[src/rtl/q2a03_oam_dma.sv]
// Sprite DMA engine and CPU/bus arbiter: copies page $XX00-$XXFF to OAMDATA, one bus action per CPU cycle.
// State moves only on G_cycle_stb; the CPU is held off through cpu_ready for 513 or 514 CPU cycles.
module q2a03_oam_dma #(
  parameter logic [15:0] REG_ADDR     = 16'h4014,
  parameter logic [15:0] OAMDATA_ADDR = 16'h2004
) (
  input  logic        G_clock,
  input  logic        G_reset,
  input  logic        G_cycle_stb,
  input  logic [15:0] cpu_addr,
  input  logic [7:0]  cpu_wr_data,
  input  logic        cpu_rdwr,
  output logic        cpu_ready,
  output logic [15:0] bus_addr,
  output logic [7:0]  bus_wr_data,
  output logic        bus_rdwr,
  input  logic [7:0]  bus_rd_data,
  output logic        dma_active
);

  typedef enum logic [2:0] {
    S_IDLE,
    S_PEND,
    S_HALT,
    S_ALIGN,
    S_READ,
    S_WRITE
  } state_t;

  state_t      state;
  state_t      state_nxt;
  logic        put;
  logic [7:0]  page;
  logic [7:0]  page_nxt;
  logic [7:0]  idx;
  logic [7:0]  idx_nxt;
  logic [7:0]  data;
  logic [7:0]  data_nxt;
  logic        ready_nxt;
  logic        reg_wr;

  assign reg_wr = !cpu_rdwr && (cpu_addr == REG_ADDR);

  always_ff @(posedge G_clock) begin
    if (G_reset) begin
      state     <= S_IDLE;
      put       <= 1'b0;
      page      <= 8'h00;
      idx       <= 8'h00;
      data      <= 8'h00;
      cpu_ready <= 1'b1;
    end else if (G_cycle_stb) begin
      state     <= state_nxt;
      put       <= ~put;
      page      <= page_nxt;
      idx       <= idx_nxt;
      data      <= data_nxt;
      cpu_ready <= ready_nxt;
    end
  end

  always_comb begin
    state_nxt = state;
    page_nxt  = page;
    idx_nxt   = idx;
    data_nxt  = data;
    unique case (state)
      S_IDLE: begin
        if (reg_wr) begin
          page_nxt  = cpu_wr_data;
          state_nxt = S_PEND;
        end
      end
      // The 6502 ignores ready on write cycles, so the halt lands on the first read.
      S_PEND: begin
        if (cpu_rdwr) begin
          state_nxt = S_HALT;
        end else if (reg_wr) begin
          page_nxt = cpu_wr_data;
        end
      end
      // put is this cycle's parity; reads must land on get cycles.
      S_HALT: begin
        state_nxt = put ? S_READ : S_ALIGN;
      end
      S_ALIGN: begin
        state_nxt = S_READ;
      end
      S_READ: begin
        data_nxt  = bus_rd_data;
        state_nxt = S_WRITE;
      end
      S_WRITE: begin
        idx_nxt   = idx + 8'd1;
        state_nxt = (idx == 8'hFF) ? S_IDLE : S_READ;
      end
      default: begin
        state_nxt = S_IDLE;
      end
    endcase
  end

  assign ready_nxt  = (state_nxt == S_IDLE) || (state_nxt == S_PEND);
  assign dma_active = (state != S_IDLE) && (state != S_PEND);

  always_comb begin
    bus_addr    = cpu_addr;
    bus_wr_data = cpu_wr_data;
    bus_rdwr    = cpu_rdwr;
    if (state == S_READ) begin
      bus_addr    = {page, idx};
      bus_wr_data = data;
      bus_rdwr    = 1'b1;
    end else if (state == S_WRITE) begin
      bus_addr    = OAMDATA_ADDR;
      bus_wr_data = data;
      bus_rdwr    = 1'b0;
    end
  end

endmodule

[config.mk]
export PLATFORM = sky130hd
export DESIGN_NAME = q2a03_oam_dma
export DESIGN_NICKNAME = d
export VERILOG_FILES = /design/src/rtl/q2a03_oam_dma.sv
export SDC_FILE = /design/constraint.sdc
export NUM_CORES = 1
export LEC_CHECK = 0
export ABC_AREA = 1
export BUFFER_PORTS_ARGS = -buffer_cell sky130_fd_sc_hd__buf_4
export CORE_MARGIN = 8
export CORE_UTILIZATION = 50
export CTS_CLUSTER_DIAMETER = 40
export DETAILED_ROUTE_END_ITERATION = 12
export GPL_TIMING_DRIVEN = 0
export PLACE_DENSITY = 0.87
export SLEW_MARGIN = 15
export SYNTH_ARGS = -nofsm -noshare
export SYNTH_HDL_FRONTEND = slang
export SYNTH_SLANG_ARGS = --single-unit
[constraint.sdc]
create_clock -name G_clock -period 3.3 [get_ports G_clock]
set_input_delay 0.66 -clock G_clock [delete_from_list [all_inputs] [get_ports G_clock]]
set_output_delay 0.66 -clock G_clock [all_outputs]
set_load 0.03 [all_outputs]
==> results of run 1 <==
## worst max path at each step
stage | startpoint | end | slack, ns | depth (start not counted)
2_1_floorplan | state[1] | bus_wr_data[7] | 0.95 | 6
3_3_place_gp | state[1] | bus_addr[4] | 1.02 | 8
3_5_place_dp | state[0] | bus_addr[3] | 0.99 | 8
4_1_cts | state[0] | bus_addr[3] | 0.59 | 8
5_1_grt | state[0] | bus_wr_data[4] | 0.46 | 8
6_report | state[0] | bus_addr[3] | 0.60 | 8
## cell type report
class | instances | share of cell area [%]
multi-input combinational | 170 | 35.9
sequential | 29 | 26.3
timing repair buffer | 62 | 21.1
inverter | 53 | 9.00
clock buffer | 7 | 2.94
tap | 44 | 2.49
buffer | 7 | 2.15
clock inverter | 1 | 0.226
## sequential cells by signal, summed over array words and instances (netlist names)
register and cells:
state 3, cpu_ready 1, put 1, data 8, page 8, idx 8
## power groups by stage
stage                     Clock [uW]  Combinational, uW  Sequential (uW)
after floorplan                    0                136              374
after global placement             0                241              372
after detailed placement           0                244              373
after CTS                        259                245              365
after global routing             273                263              366
final                            251                244              365
## metrics by stage
stage	power [uW]	setup WS [ns]
5_1_grt	902	0.460
6_report	860	0.602
3_3_place_gp	613	1.02
3_5_place_dp	617	0.992
2_1_floorplan	510	0.954
4_1_cts	869	0.594
## placed cells by master, fill, tap and decap left out, drive strengths merged, types with 4 or more instances in the layout
| cell type | n |
|---|---|
| inv | 53 |
| nand3 | 12 |
| clkbuf | 9 |
| o21ai | 32 |
| nand2 | 55 |
| o22ai | 8 |
| nor3 | 4 |
| a21oi | 19 |
| dfxtp | 29 |
| buf | 67 |
| nor2 | 34 |
## worst min-delay path: stages, from the launching register on
cell	delay, ns
dfxtp_1	0.31
inv_1	0.05
a21oi_1	0.05
## routing by layer
layer / wire length [um] / vias to the layer above / part of all wire, % / track usage (%)
li1: - / 952 / - / -
met5: 0 / - / 0 / 0
met3: 401 / 10 / 8.3 / 5.77
met2: 2140 / 70 / 45 / 29.5
met4: 81 / 0 / 1.7 / 11.1
met1: 2180 / 806 / 45 / 22.4
## logic make-up after synthesis
logic type | count (synthesis) | share of synthesized area [%]
and+or+nand+nor | 106 | 27.5
adders and majority gates | 1 | 0.772
AOI/OAI and AO/OA | 63 | 20.7
buffers and inverters | 60 | 15.2
DFF | 29 | 35.8
==> results.sh, run 1 <==
export IMPL_fmaxAchievable_ghz=0.371
export IMPL_startpoint_type="flip-flop"
export IMPL_clk_transition_reported_paths_ns=0.09
export IMPL_run_status="complete, no violations"
export IMPL_switching_power_uw=284
export IMPL_max_stage_delay_ns=0.44
export IMPL_route_final_wire_length_um=4810
export IMPL_pwr_density_cell_nw_per_um2=389
export IMPL_synth_nets=296
export IMPL_synth_top_area_share_pct=35.8
export IMPL_total_of_fill_cells_in_the_finished_design=294
export IMPL_whs_ns=0.451
export IMPL_layout_area_overhead_vs_synth_pct=36.4
export IMPL_clock_sinks=29
export IMPL_ys_warnings_count=0
export IMPL_cts_resized_gates=0
export IMPL_power_share_switching_pct=33.0
export IMPL_dr_pass1_iters=5
export IMPL_clk_path_buf_depth=2
export IMPL_yosysMostFrequentCell="inv_1"
export IMPL_r2r_cells=7
export IMPL_groute_usage_overall_pct=19.0
export IMPL_cts_hold_buf=0
export IMPL_gp_routability_congestion=0.869
export IMPL_hold_path_end="data[4]"
export IMPL_timing_max_cap_violations=0
export IMPL_power_frac_seq_pct=42.4
export IMPL_avgViaCountPerCell=4.93
export IMPL_layout_core_utilization_pct=71.8
export IMPL_grt_pass1_wl_um=7870
export IMPL_die_area_um2=5320
export IMPL_internal_power_uw=577
export IMPL_n_antenna_cell=0
export IMPL_worst_path_max_delay_cell="dfxtp_1"
export IMPL_comb_power_share_pct=28.4
export IMPL_fin_crit_ns=2.70
export IMPL_worst_slew_margin_rel_pct=69.3
export IMPL_leakagePower_uw=0.00113
export IMPL_layout_nets=365
export IMPL_cts_setup_buffers=0
export IMPL_crit_arrival_ns=2.04
export IMPL_critical_path_top_cell_by_count="inv_1"
export IMPL_htreeDepth=2
export IMPL_placed_area_um2=2140
export IMPL_dpl_cell_count=365
export IMPL_timing_hold_violations_final=0
export IMPL_grt_antenna_before_repair=0
export IMPL_finalSetupTns_ns=0
export IMPL_critPathCaptureType="primary output"
export IMPL_timing_hold_worst_start="data[4]"
export IMPL_multi_input_comb_area_um2=793
export IMPL_synth_common_cells="inv_1 (53), nand2_1 (52), nor2_1 (31), o21ai_0 (31), dfxtp_1 (29)"
export IMPL_first_global_vias=1778
export IMPL_antenna_violating_nets_post_route=0
export IMPL_worstReg2RegStart="state[0]"
export IMPL_ff_latch_area_um2=581
export IMPL_synthesis_instances=259
export IMPL_crit_required_ns=2.64
export IMPL_num_vias=1838
export IMPL_initial_core_utilization_pct=52.6
export IMPL_worst_setup_path_type="reg -> out"
export IMPL_final_cell_area_um2=2210
export IMPL_dieHeight_um=72.9
export IMPL_wl_per_cell_um=12.9
export IMPL_grt_overflow=0
export IMPL_timing_final_crit_share_pct=81.8
export IMPL_pwr_share_clk_pct=29.2
export IMPL_cts_root_cell="clkbuf_4"
export IMPL_register_area_share_after_synthesis_pct=35.8
export IMPL_hp_class="reg -> reg"
export IMPL_placementRows=20
export IMPL_async_flop_share_pct=0
export IMPL_final_setup_viol_count=0
export IMPL_regToRegSetupSlack_ns=1.76
export IMPL_design_core_area_um2=3080
export IMPL_crit_path_cell_trace="inv_1, nand3_2, nand2_2, inv_1, buf_2, nand2_1, o21ai_0, buf_4"
export IMPL_drt_iter0_markers=145
export IMPL_ys_top_cells_by_area="dfxtp_1 (36%), inv_1 (12%), nand2_1 (12%)"
export IMPL_numCtsBuffers=5
export IMPL_clock_insertion_delay_worst_skew_ns=0.34
export IMPL_buffer_ports_inserted=62
export IMPL_synth_enable_flop_cells=0
export IMPL_slew_viol_final=0
export IMPL_clock_skew_final_ns=0.00412
export IMPL_dominantRegCellSynth="dfxtp_1"
export IMPL_cts_tree="built"
export IMPL_route_detailed_drc=0
export IMPL_mappedNetlistArea_um2=1620
export IMPL_synth_area_per_cell_um2=6.26
export IMPL_crit_path_max_fanout=10
export IMPL_die_x_um=72.9
export IMPL_register_bit_total_from_synthesis=29
export IMPL_vdd_ir_drop_max_uv=301
export IMPL_rsz0062_at_grt="no"
export IMPL_worst_slew_pin_transition_ns=0.460
export IMPL_ios=63
export IMPL_grt_max_degree=11
export IMPL_synth_top_area_cell="dfxtp_1"
export IMPL_final_layout_size_suffix_gt1_share_pct=25.2
export IMPL_hold_depth=2
export IMPL_synth_cell_type_count=21
export IMPL_final_cells=373
export IMPL_critical_path_top_delay_family="buffers and inverters"
export IMPL_reg2reg_to="page[2]"
export IMPL_timing_critical_path_buf_inv=4
export IMPL_dp_hpwl_um=3730
Power figures use the tool's default switching activity.
==> run 2: changes to the inputs <==
Settings changed: CORE_UTILIZATION 50 to 48, PLACE_DENSITY 0.87 to 0.84.
Clock period 3.3 ns to 2.8 ns, I/O delays scaled along.
==> results.sh, run 2 (synthesized netlist as in run 1, its figures left out) <==
export IMPL_clock_insertion_delay_worst_skew_ns=0.33
export IMPL_antenna_violating_nets_post_route=0
export IMPL_worst_setup_path_type="reg -> out"
export IMPL_route_final_wire_length_um=4690
export IMPL_initial_core_utilization_pct=49.3
export IMPL_clock_skew_final_ns=0.00984
export IMPL_startpoint_type="flip-flop"
export IMPL_drt_iter0_markers=135
export IMPL_grt_overflow=0
export IMPL_ios=63
export IMPL_run_status="complete, no violations"
export IMPL_cts_resized_gates=0
export IMPL_maxUsedRoutingLayer="met4"
export IMPL_avgViaCountPerCell=4.85
export IMPL_critPathCaptureType="primary output"
export IMPL_finalSetupTns_ns=0
export IMPL_grt_max_degree=11
export IMPL_crit_path_max_fanout=10
export IMPL_die_area_um2=5490
export IMPL_die_x_um=74.1
export IMPL_groute_usage_overall_pct=18.0
export IMPL_design_core_area_um2=3280
export IMPL_leakagePower_uw=0.00112
export IMPL_wl_per_cell_um=12.5
export IMPL_largestRegisters="data (8), idx (8), page (8)"
export IMPL_layout_common_cells="buf_4 (63), inv_1 (53), nand2_1 (52)"
export IMPL_crit_arrival_ns=2.02
export IMPL_buffer_ports_inserted=62
export IMPL_fin_crit_ns=2.58
export IMPL_route_detailed_drc=0
export IMPL_fmaxAchievable_ghz=0.388
export IMPL_worst_slew_pin_transition_ns=0.436
export IMPL_commonest_non_fill_non_tap_cell_in_the_layout="buf_4"
export IMPL_final_layout_size_suffix_gt1_share_pct=24.9
export IMPL_dp_hpwl_um=3700
export IMPL_layout_nets=365
export IMPL_num_vias=1820
export IMPL_grt_pass1_wl_um=7630
export IMPL_placementRows=21
export IMPL_total_of_fill_cells_in_the_finished_design=311
export IMPL_vdd_ir_drop_max_uv=314
export IMPL_cts_setup_buffers=0
export IMPL_met3WireLength_um=438
export IMPL_whs_ns=0.440
export IMPL_timing_final_crit_share_pct=92.1
export IMPL_hp_class="in -> reg"
export IMPL_gp_routability_congestion=0.881
export IMPL_dr_pass1_iters=4
export IMPL_slew_viol_final=0
export IMPL_rsz0062_at_grt="no"
export IMPL_crit_required_ns=2.24
export IMPL_n_antenna_cell=0
export IMPL_htreeDepth=2
export IMPL_timing_hold_violations_final=0
export IMPL_routed_length_on_met1_um=1980
export IMPL_clk_transition_reported_paths_ns=0.10
export IMPL_cts_hold_buf=0
export IMPL_cts_tree="built"
export IMPL_final_setup_viol_count=0
export IMPL_timing_max_cap_violations=0
export IMPL_first_global_vias=1753
export IMPL_clk_path_buf_depth=2
export IMPL_layout_area_overhead_vs_synth_pct=35.4
export IMPL_dieHeight_um=74.1
export IMPL_met2RoutedLength_um=2180
export IMPL_worst_slew_margin_rel_pct=71.0
export IMPL_numCtsBuffers=5
export IMPL_pwr_density_cell_nw_per_um2=438
export IMPL_grt_antenna_before_repair=0
export IMPL_clock_sinks=29
export IMPL_cts_root_cell="clkbuf_4"
-- run 2: cell types whose count changed in the layout (fill, tap and decap cells not counted) --
| cell | previous run | this run |
|---|---|---|
| clkbuf_1 | 2 | 3 |
| clkbuf_8 | 2 | 0 |
| clkinv_2 | 1 | 2 |
-- run 2: final timing paths --
| kind | cells past startpoint | to | slack, ns | startpoint |
|---|---|---|---|---|
| setup / recovery | 8 | bus_wr_data[6] | 0.22 | state[1] |
| hold / removal | 2 | idx[4] | 0.44 | G_reset |
| setup reg to reg | 8 | idx[7] | 1.22 | state[1] |
| hold reg to reg | 2 | data[5] | 0.45 | data[5] |
-- run 2: area by class of cell --
cell class | instances | area [um^2] | area share [%]
timing repair buffer | 62 | 465 | 21.2
multi-input combinational | 170 | 793 | 36.1
clock buffer | 6 | 41.3 | 1.88
sequential | 29 | 581 | 26.5
tap | 46 | 57.6 | 2.62
inverter | 53 | 199 | 9.07
buffer | 7 | 47.5 | 2.17
clock inverter | 2 | 10.0 | 0.456
-- run 2: report_power, final --
part | switching (uW) | internal, uW | total, uW
Sequential | 6.18 | 424 | 430
Combinational | 175 | 111 | 286
Clock | 151 | 95.4 | 246
-- run 2: metrics by stage --
step	instances	utilization (%)	setup slack [ns]	total power, uW	cell area [um^2]
final	375	66.8	0.221	962	2190
after global routing	375	66.8	0.0200	1010	2190
after floorplan	259	-	0.554	601	1620
after detailed placement	367	65.3	0.609	726	2140
after global placement	367	65.3	0.615	724	2140
after CTS	375	66.8	0.223	966	2190
-- run 2: routing by layer --
| layer | vias up | global-route usage [%] |
|---|---|---|
| met5 | - | 0 |
| met2 | 58 | 29.7 |
| li1 | 953 | - |
| met3 | 8 | 7.01 |
| met4 | 0 | 8.20 |
| met1 | 801 | 20.0 |
-- run 2: worst max-delay path, stage by stage, from the launching register on --
cell	delay [ns]
dfxtp_1	0.43
inv_1	0.11
nand3_2	0.19
nand2_2	0.17
inv_1	0.18
buf_2	0.26
nand2_1	0.06
o21ai_0	0.09
buf_4	0.19
